**src/rtl/period_meter.sv**
```systemverilog
// Multi-channel period and edge-count meter. Every channel synchronises its
// asynchronous input into the Clk domain and detects the selected edge type.
// It reports the Clk-cycle distance between consecutive qualified edges and
// keeps a wrapping edge tally. All state is clocked by Clk only.
module period_meter #(
  parameter int unsigned CH          = 2,
  parameter int unsigned CNT_W       = 32,
  parameter int unsigned SYNC_STAGES = 2
) (
  input  logic                  Clk,
  input  logic                  Rst,
  input  logic                  En,
  input  logic                  Clr,
  input  logic [1:0]            Mode,
  input  logic [CH-1:0]         Cin,
  output logic [CH*CNT_W-1:0]   T,
  output logic [CH-1:0]         T_vld,
  output logic [CH-1:0]         Ovf,
  output logic [CH*CNT_W-1:0]   M
);

  typedef enum logic [1:0] {
    EDGE_RISE     = 2'b00,
    EDGE_FALL     = 2'b01,
    EDGE_BOTH     = 2'b10,
    EDGE_RISE_ALT = 2'b11
  } edge_mode_e;

  localparam logic [CNT_W-1:0] CNT_MAX = {CNT_W{1'b1}};

  logic [CH-1:0][SYNC_STAGES-1:0] sync_q, sync_d;
  logic [CH-1:0]                  prev_q, prev_d;
  logic [CH-1:0][CNT_W-1:0]       cnt_q, cnt_d;
  logic [CH-1:0][CNT_W-1:0]       t_q, t_d;
  logic [CH-1:0][CNT_W-1:0]       m_q, m_d;
  logic [CH-1:0]                  tvld_q, tvld_d;
  logic [CH-1:0]                  ovf_q, ovf_d;
  logic [CH-1:0]                  armed_q, armed_d;
  edge_mode_e                     mode_q, mode_d;

  logic [CH-1:0]                  s_c, rise_c, fall_c, evt_c;
  logic [CH-1:0][CNT_W-1:0]       cnt_inc_c;
  logic                           mode_chg_c;

  // Synchroniser shift, edge detection and edge-type selection
  always_comb begin
    sync_d = sync_q;
    s_c    = '0;
    for (int i = 0; i < int'(CH); i++) begin
      sync_d[i] = {sync_q[i][SYNC_STAGES-2:0], Cin[i]};
      s_c[i]    = sync_q[i][SYNC_STAGES-1];
    end
    prev_d = s_c;
    rise_c = s_c & ~prev_q;
    fall_c = ~s_c & prev_q;
    mode_d = edge_mode_e'(Mode);
    mode_chg_c = (mode_d != mode_q);
    case (mode_d)
      EDGE_FALL: evt_c = fall_c;
      EDGE_BOTH: evt_c = rise_c | fall_c;
      default:   evt_c = rise_c;
    endcase
  end

  // Saturating increment of each period counter
  always_comb begin
    cnt_inc_c = cnt_q;
    for (int i = 0; i < int'(CH); i++) begin
      if (cnt_q[i] != CNT_MAX) begin
        cnt_inc_c[i] = cnt_q[i] + CNT_W'(1);
      end
    end
  end

  // Per-channel measurement next state: Clr over En over mode change over event
  always_comb begin
    cnt_d   = cnt_q;
    t_d     = t_q;
    m_d     = m_q;
    ovf_d   = ovf_q;
    armed_d = armed_q;
    tvld_d  = '0;
    for (int i = 0; i < int'(CH); i++) begin
      if (Clr) begin
        cnt_d[i]   = '0;
        t_d[i]     = '0;
        m_d[i]     = '0;
        ovf_d[i]   = 1'b0;
        armed_d[i] = 1'b0;
      end else if (!En) begin
        armed_d[i] = 1'b0;
      end else begin
        cnt_d[i] = cnt_inc_c[i];
        if (mode_chg_c) begin
          armed_d[i] = 1'b0;
        end else if (evt_c[i]) begin
          cnt_d[i]   = '0;
          m_d[i]     = m_q[i] + CNT_W'(1);
          armed_d[i] = 1'b1;
          if (armed_q[i]) begin
            // cnt+1 when unsaturated, full scale otherwise
            t_d[i]    = cnt_inc_c[i];
            tvld_d[i] = 1'b1;
          end
        end
        if (cnt_d[i] == CNT_MAX) begin
          ovf_d[i] = 1'b1;
        end
      end
    end
  end

  // State registers with asynchronous active-high reset
  always_ff @(posedge Clk or posedge Rst) begin
    if (Rst) begin
      sync_q  <= '0;
      prev_q  <= '0;
      cnt_q   <= '0;
      t_q     <= '0;
      m_q     <= '0;
      tvld_q  <= '0;
      ovf_q   <= '0;
      armed_q <= '0;
      mode_q  <= EDGE_RISE;
    end else begin
      sync_q  <= sync_d;
      prev_q  <= prev_d;
      cnt_q   <= cnt_d;
      t_q     <= t_d;
      m_q     <= m_d;
      tvld_q  <= tvld_d;
      ovf_q   <= ovf_d;
      armed_q <= armed_d;
      mode_q  <= mode_d;
    end
  end

  assign T     = t_q;
  assign M     = m_q;
  assign T_vld = tvld_q;
  assign Ovf   = ovf_q;

endmodule

```
**config.mk**
```make
export PLATFORM = sky130hd
export DESIGN_NAME = period_meter
export DESIGN_NICKNAME = d
export VERILOG_FILES = /design/src/rtl/period_meter.sv
export SDC_FILE = /design/constraint.sdc
export NUM_CORES = 1
export LEC_CHECK = 0
export ABC_AREA = 1
export CORE_UTILIZATION = 31
export CTS_BUF_LIST = sky130_fd_sc_hd__clkbuf_16
export DETAILED_ROUTE_END_ITERATION = 8
export MAX_ROUTING_LAYER = met4
export PLACE_DENSITY_LB_ADDON = 0.25
export SLEW_MARGIN = 20
export SYNTH_ARGS = -nofsm -noshare
export SYNTH_HDL_FRONTEND = slang
export SYNTH_SLANG_ARGS = --single-unit
```
**constraint.sdc**
```tcl
create_clock -name Clk -period 8.32 [get_ports Clk]
set_clock_uncertainty 0.15 [all_clocks]
set_input_delay 2.496 -clock Clk [delete_from_list [all_inputs] [get_ports Clk]]
set_output_delay 2.496 -clock Clk [all_outputs]
set_load 0.1 [all_outputs]
```
==> flow_summary.json <==
{
  "wl_per_cell_um": 16.97,
  "period_share_pct": 65.27,
  "cp.arrival_ns": 5.70,
  "power.leakage_nw": 6.022,
  "crit_chain": "clkdlybuf4s50_1, inv_1, ha_1, o21ai_1, nand2_2, nor2_4, nand2_1, nand2_1, clkinv_1, a22o_1",
  "met2_usage_pct": 31.26,
  "synth_most_common_cell": "nand2_1",
  "cts_made_buffers": 26,
  "grt_pass1_wl_mm": 60.22,
  "finish.instance_area_um2": 14260,
  "setup_violations": 0,
  "syn_to_final_growth_pct": 22.71,
  "ctsRootBufferMaster": "clkbuf_16",
  "ys_seq_area_share_pct": 44.36,
  "grtUsageTotal_pct": 20.44,
  "syn_area_per_cell_um2": 7.340,
  "power.density_nw_per_um2": 150.8,
  "crit_required_ns": 8.59,
  "synth-edff-count": 0,
  "grt_start_max_net_pins": 109,
  "dpl_cell_area_um2": 13490,
  "cp_max_fo": 32,
  "dr.pass1.iters": 5,
  "insertion_delay_ns": 0.54,
  "place.gp.congestion": 0.9354,
  "clockBufferDepth": 3,
  "cp_common_cell": "nand2_1",
  "dieArea_um2": 38260,
  "clock_sinks": 206,
  "hold_viol_final": 0,
  "grt_remaining_overflow": 0,
  "fmax_ghz": 0.1842,
  "ant_nets": 0,
  "finalSetupTns_ns": 0,
  "synth_area_um2": 11620,
  "port_buffers": 139,
  "endpoint_kind": "register",
  "drcViolationCount": 0,
  "min_path_type": "reg -> reg",
  "slowest_stage": "clkinv_1",
  "synth_cell_types": 41,
  "viasPerCell": 4.938,
  "synth_top_cell_by_area": "dfrtp_1",
  "busiest_layer": "met2",
  "ctsResizeCount": 0,
  "maxSlewViolCount": 0,
  "wl_mm": 37.41,
  "yosysWarnings": 0,
  "rsz0062_at_grt": "false",
  "cts_tree": "yes",
  "grt_pass1_vias": 10680,
  "maxSlewHeadroom_pct": 28.80,
  "synth_area_leaders": "dfrtp_1 44%, nand2_1 15%, nor2_1 6.6%",
  "irDropWorstVdd_mv": 0.1336,
  "start_util_pct": 31.59,
  "path_class": "in -> reg",
  "synth_top_area_share_pct": 44.36,
  "h-tree-depth": 1,
  "yosys-top-cells-count": "456 x nand2_1, 206 x dfrtp_1, 203 x nor2_1",
  "nNetsFinal": 1738,
  "cts.clk_slew.worst_paths_ns": 0.06,
  "synth-seq-cells": 206,
  "vias": 10890,
  "synth_ff_type": "dfrtp_1",
  "antenna_found_initial": 2,
  "drtIter0Drc": 686,
  "met1_usage_pct": 28.03,
  "hold_buffers": 0,
  "die_x_um": 195.6,
  "rows": 70,
  "synthArstFlopShare_pct": 100.0,
  "met3_usage_pct": 3.212,
  "post_cts_buffers": 0,
  "worstMarginPinSlew_ns": 1.065,
  "start_kind": "primary input",
  "core_area_um2": 36790,
  "syn_inst": 1583,
  "maxCapViolations": 0,
  "fin_crit_ns": 5.430,
  "ios": 140,
  "slowest_delay_ns": 0.77,
  "outcome": "completed",
  "drive_above_1_share_pct": 4.784,
  "die-height_um": 195.6,
  "dpl.hpwl_mm": 27.90,
  "synth_nets": 1601
}
==> cell type report <==
type / count / area [um2]
flip-flops and latches: 206 / 5155
repair buffers: 146 / 1439
multi-input cells: 1134 / 5525
clock buffers: 27 / 675.6
clock inverters: 16 / 92.59
well taps: 468 / 585.6
diodes: 2 / 5.005
fillers: 3893 / 22530
inverters: 206 / 780.7
==> final timing paths <==
check,depth (start not counted),to,startpoint,slack (ns)
worst max-delay path,10,T[62],Mode[0],2.89
worst min-delay path,0,prev_d[0],sync_d[1],0.20
worst max register to register,10,T[62],prev_d[1],4.98
worst min register to register,0,prev_d[0],sync_d[1],0.20
max in group asynchronous,3,cnt_q[17],Rst,4.12
min in group asynchronous,2,M[21],Rst,2.34
==> routing by layer <==
metal / vias to the layer above / part of all wire (%)
li1: 5381 / -
met1: 5176 / 48
met2: 268 / 44
met3: 64 / 5.0
met4: 0 / 2.7
met5: - / 0
==> logic make-up (layout without fill, tap and decap cells) <==
group | Yosys count | count (layout) | share of synthesized area [%]
and+or+nand+nor | 857 | 857 | 31.62
DFF | 206 | 206 | 44.36
xor gates and xnor gates | 50 | 50 | 3.769
other | 0 | 2 | 0
buffers and inverters | 243 | 395 | 8.183
adders and majority gates | 10 | 10 | 1.077
AOI/OAI and AO/OA | 217 | 217 | 10.98
==> cell usage in the layout, fill, tap and decap left out, drive strengths merged, types with 40 or more instances in the layout <==
cell	synthesis	layout
o22ai	48	48
nor2	220	220
dfrtp	206	206
nand2	469	469
nand3	78	78
o21ai	92	92
xor2	40	40
inv	205	207
nor3	42	42
clkdlybuf4s50	0	138
==> registers in the layout, indices dropped and copies added, names as in the netlist <==
register and cells:
armed_q 2, cnt_q 64, sync_d 2, T 64
prev_d 2, prev_q 2, mode_q 2, T_vld 2
Ovf 2, M 64
==> per-stage QoR <==
step | total power, mW | instances | hold WS, ns | worst slack, ns | utilization [%]
after floorplan | 1.091 | 1583 | 0.1812 | 0.04987 | -
after global placement | 1.123 | 2160 | 0.1892 | 2.793 | 36.64
after detailed placement | 1.125 | 2160 | 0.1847 | 2.642 | 36.66
after CTS | 2.185 | 2203 | 0.1977 | 3.207 | 38.75
after global routing | 2.234 | 2205 | 0.1981 | 2.590 | 38.76
final | 2.150 | 2205 | 0.1978 | 2.890 | 38.76
==> critical path: cells and delay by family <==
family | cells | cell delay (ns)
AOI/OAI and AO/OA | 2 | 0.71
adders and majority gates | 1 | 0.33
buffers and inverters | 3 | 1.37
and+or+nand+nor | 4 | 0.79
==> power breakdown <==
group,internal (mW),switching (mW)
Sequential,1.01,0.00448
Clock,0.607,0.438
Combinational,0.0170,0.0759
Note: power is estimated with default switching activity, not from simulation.
==> RTL change 1, RTL diff (config.mk and constraints unchanged) <==
The output `T_vld` loses its register stage (`tvld_q` becomes a continuous assignment).
--- a/src/rtl/period_meter.sv
+++ b/src/rtl/period_meter.sv
@@ -120,3 +120,2 @@
       m_q     <= '0;
-      tvld_q  <= '0;
       ovf_q   <= '0;
@@ -130,3 +129,2 @@
       m_q     <= m_d;
-      tvld_q  <= tvld_d;
       ovf_q   <= ovf_d;
@@ -136,2 +134,4 @@
   end
+
+  assign tvld_q = tvld_d;
 
Formal check against the unedited RTL: not equivalent (Yosys sat finds a counterexample within 4 cycles, from zero or initial values and one cycle with Rst high).
==> RTL change 1 against the unedited design <==
Die area increased by 2.0%. Sequential cell count down 2. Cell count is 4.4% higher. Routed wire length rose by 1.5%. Setup slack lost 2000 ps. Total power up 0.19%. Synthesized area is 2.0% higher. Cell area grew 2.0%. Critical path type is now in -> out. Largest cell class unchanged.
==> RTL change 1: results (changes against the unedited design) <==
[status]
outcome=finished clean

[critical_path]
critPathSlowestCell=clkdlybuf4s50_1
crit_fanout=16  ; -50%
rr_startpoint=cnt_q[0]
r2r_slack_ps=5180  ; +200 ps
reg2regPathDepth=13  ; +3
r2r_end=Ovf[0]
cpPeakStageDelay_ps=570  ; -200 ps

[synth]
synthesis.nets=1664  ; +3.9%
synth_commonest_cells=nand2_1, dfrtp_1, inv_1, nor2_1, nand3_1
synth_cell_type_count=39  ; -4.9%
yosysSeqAreaShare=0.431  ; -0.0128
synth_top_area_frac=0.431  ; -0.0128
yosys-top-cells-area=dfrtp_1, nand2_1, inv_1

[route]
routed_wl_mm=38.0  ; +1.5%
m1WireLength_mm=18.2  ; +1.2%
wl_met3_mm=2.32  ; +25%
num_vias=11300  ; +4.2%
drt_iter0_markers=937  ; +37%

[final_layout]
n_antenna_cell=0  ; -2
drive_above_1_share=0.0619  ; +0.0141
layout.nets=1795  ; +3.3%

[pwr]
switching_share=0.237  ; -0.00448
leakage_uw=0.00603  ; +0.22%
irDropWorstVdd_mv=0.112  ; -16%

[place]
place_area_um2=13800  ; +2.1%
place_congestion=0.937  ; +0.20%

[min_path]
hold_path_startpoint=sync_d[3]
holdPathEnd=prev_d[1]

[sta]
slew-limit-headroom=0.287  ; -0.000489

[global_route]
grt_pass1_wl_mm=61.1  ; +1.4%
grt_max_degree=99  ; -9.2%

[clock_network]
cts_made_buffers=25  ; -3.8%

## RTL change 1: cell count changes after synthesis, moves of 5 or more
cell     delta
a21oi_1     -6
nand2_2     +5
a22o_1     -18
nor2_2      +6
o21ai_0     -5
o21ai_1    +11
nand3_1    +61
buf_2       +7
nor3_1      +5
inv_2      +10
inv_1       -7
nor2_1     -14
## RTL change 1: layer usage
metal | GRT usage | up-vias
li1 | - | 5592
met1 | 0.290 | 5344
met2 | 0.307 | 358
met3 | 0.0253 | 48
met4 | 0.0500 | 0
met5 | - | -
## RTL change 1: worst max path at each step
stage	endpoint	slack [ps]
after floorplan	M[0]	110
after global placement	T_vld[1]	930
after detailed placement	T_vld[1]	840
after CTS	T_vld[1]	840
after global routing	T_vld[1]	700
final	T_vld[1]	860
## RTL change 1: area by class of cell
cell class	instances	area, µm²
Multi-Input combinational cell	1187	5740
Inverter	208	788
Timing Repair Buffer	151	1500
Clock inverter	17	145
Tap cell	511	639
Fill cell	4021	23100
Sequential cell	204	5100
Clock buffer	25	626
## RTL change 1: worst reg2reg max path, delay by kind of cell, from the launching register on
kind | cells | cell delay [ps]
flops | 1 | 470
compound gates | 1 | 130
simple gates | 9 | 1510
buf+inv | 2 | 460
fa+ha+maj | 1 | 370
## RTL change 1: stage by stage
step / power [µW] / setup slack, ps / hold WS, ps / cells
global placement: 1110 / 928 / 184 / 2261
CTS: 2190 / 843 / 200 / 2303
detailed placement: 1110 / 844 / 189 / 2261
finish: 2150 / 859 / 197 / 2303
floorplan: 1080 / 107 / 181 / 1646
global route: 2240 / 702 / 209 / 2303
## RTL change 1: power by group through the flow
stage | Sequential [µW] | Combinational, µW | Clock, µW
2_1_floorplan | 1020 | 61.4 | 0
3_3_place_gp | 1020 | 94.3 | 0
3_5_place_dp | 1020 | 94.9 | 0
4_1_cts | 1000 | 95.1 | 1090
5_1_grt | 1000 | 105 | 1130
6_report | 1000 | 92.7 | 1060
## RTL change 1: kinds of logic after synthesis
logic type,count (synthesis),synth area share
AOI/OAI and AO/OA,212,0.102
xor gates and xnor gates,45,0.0333
adders and majority gates,10,0.0106
DFF,204,0.431
and+or+nand+nor,920,0.338
buffers and inverters,255,0.0849
==> RTL change 2, RTL diff (same settings) <==
Made on the original files. Change the parameter `SYNC_STAGES` from 2 to 4.
--- a/src/rtl/period_meter.sv
+++ b/src/rtl/period_meter.sv
@@ -7,3 +7,3 @@
   parameter int unsigned CNT_W       = 32,
-  parameter int unsigned SYNC_STAGES = 2
+  parameter int unsigned SYNC_STAGES = 4
 ) (
Function: changed (a bounded check fails within 4 cycles, from zero or initial values and one cycle with Rst high).
==> RTL change 2 against the unedited design <==
Non-clock buffer count increased by 1. Sequential share of layout area increased by 0.56 points. Sequential cell count increased by 4. Routed wire length decreased by 4.9%. Synthesized area increased by 0.11%. Critical endpoint is now T[40]. Total power increased by 4.1%. Count of clock-buffer cells in the layout unchanged. Register-to-register slack got worse by 90 ps. Cell area increased by 0.38%. Setup slack got worse by 230 ps. Clock power increased by 6%. Die area increased by 0.11%. Largest power group unchanged. Synthesized cell count decreased by 1.1%.
==> RTL change 2: results (changes against the unedited design) <==
[global_route]
grt_max_degree=169  ; +55%
grt_pass1_wl_mm=57.5  ; -4.4%
antenna_found_initial=0  ; -2
grt_use_met3=0.0272  ; -0.00496
met1_usage=0.263  ; -0.0175

[final_layout]
n_all_inverters=201  ; -2.4%
num-fill-cells=3891  ; -0.051%
bufAreaShareNonClock=0.102  ; +0.00102
nonClockBufferCount=147  ; +0.68%
drive_above_1_share=0.0543  ; +0.00642
multi_input_area_um2=5430  ; -1.8%
layout.nets=1713  ; -1.4%
clk_share=0.0579  ; +0.00399
final_area_um2=14300  ; +0.38%
multi_input_gates=1108  ; -2.3%
n_antenna_cell=0  ; -2

[synth]
yosys-top-cells-area=dfrtp_1, nand2_1, inv_1
synth_cell_type_count=44  ; +7.3%
synth-xor-area-share=0.0256  ; -0.0121
synth-compound-area-share=0.105  ; -0.00528
syn_inst=1566  ; -1.1%

[critical_path]
cpPeakStageDelay_ps=540  ; -230 ps
crit_fanout=33  ; +3.1%
critPathSlowestCell=clkdlybuf4s50_1
worstPathArrival_ps=5960  ; +260 ps

[pwr]
switching_share=0.244  ; +0.00267
leakage_uw=0.00608  ; +0.94%
irDropWorstVdd_mv=0.144  ; +7.9%
clk-power_uw=1110  ; +6%
power.density_nw_per_um2=156  ; +3.7%

[route]
num_vias=10900  ; +0.055%
wl_met2_mm=15.9  ; -4.1%
m1WireLength_mm=17.1  ; -4.5%
routed_wl_mm=35.6  ; -4.9%

[sta]
worst_pin_slew_ps=1110  ; +43.3 ps

[place]
dpl.cell_count=2134  ; -1.2%
dp_hpwl_mm=25.6  ; -8.2%
place_congestion=0.931  ; -0.44%
place_area_um2=13500  ; about the same

[floorplan]
dieArea_um2=38300  ; +0.11%

[status]
outcome=finished clean

[RTL change 2: changes by cell type in the layout (fill, tap and decap cells not counted), sizes merged, moves of 5 or more]
cell / change
a21boi: +6
nand3: +63
nor4: +7
a31oi: +5
nor3b: +5
o31ai: -9
nand2: -54
nor2: -26
a22o: -18
o22ai: +7
a211oi: +5
xor2: -12
[RTL change 2: worst paths after layout]
| path | start | end | slack (ps) | cells after the start |
|---|---|---|---|---|
| min in group asynchronous | Rst | M[48] | 2380 | 3 |
| worst max register to register | prev_q[1] | T[40] | 4890 | 12 |
| max in group asynchronous | Rst | cnt_q[32] | 4460 | 4 |
| worst min-delay path | sync_d[6] | sync_d[7] | 200 | 0 |
| worst max-delay path | Mode[0] | T[40] | 2660 | 13 |
| worst min register to register | sync_d[6] | sync_d[7] | 200 | 0 |
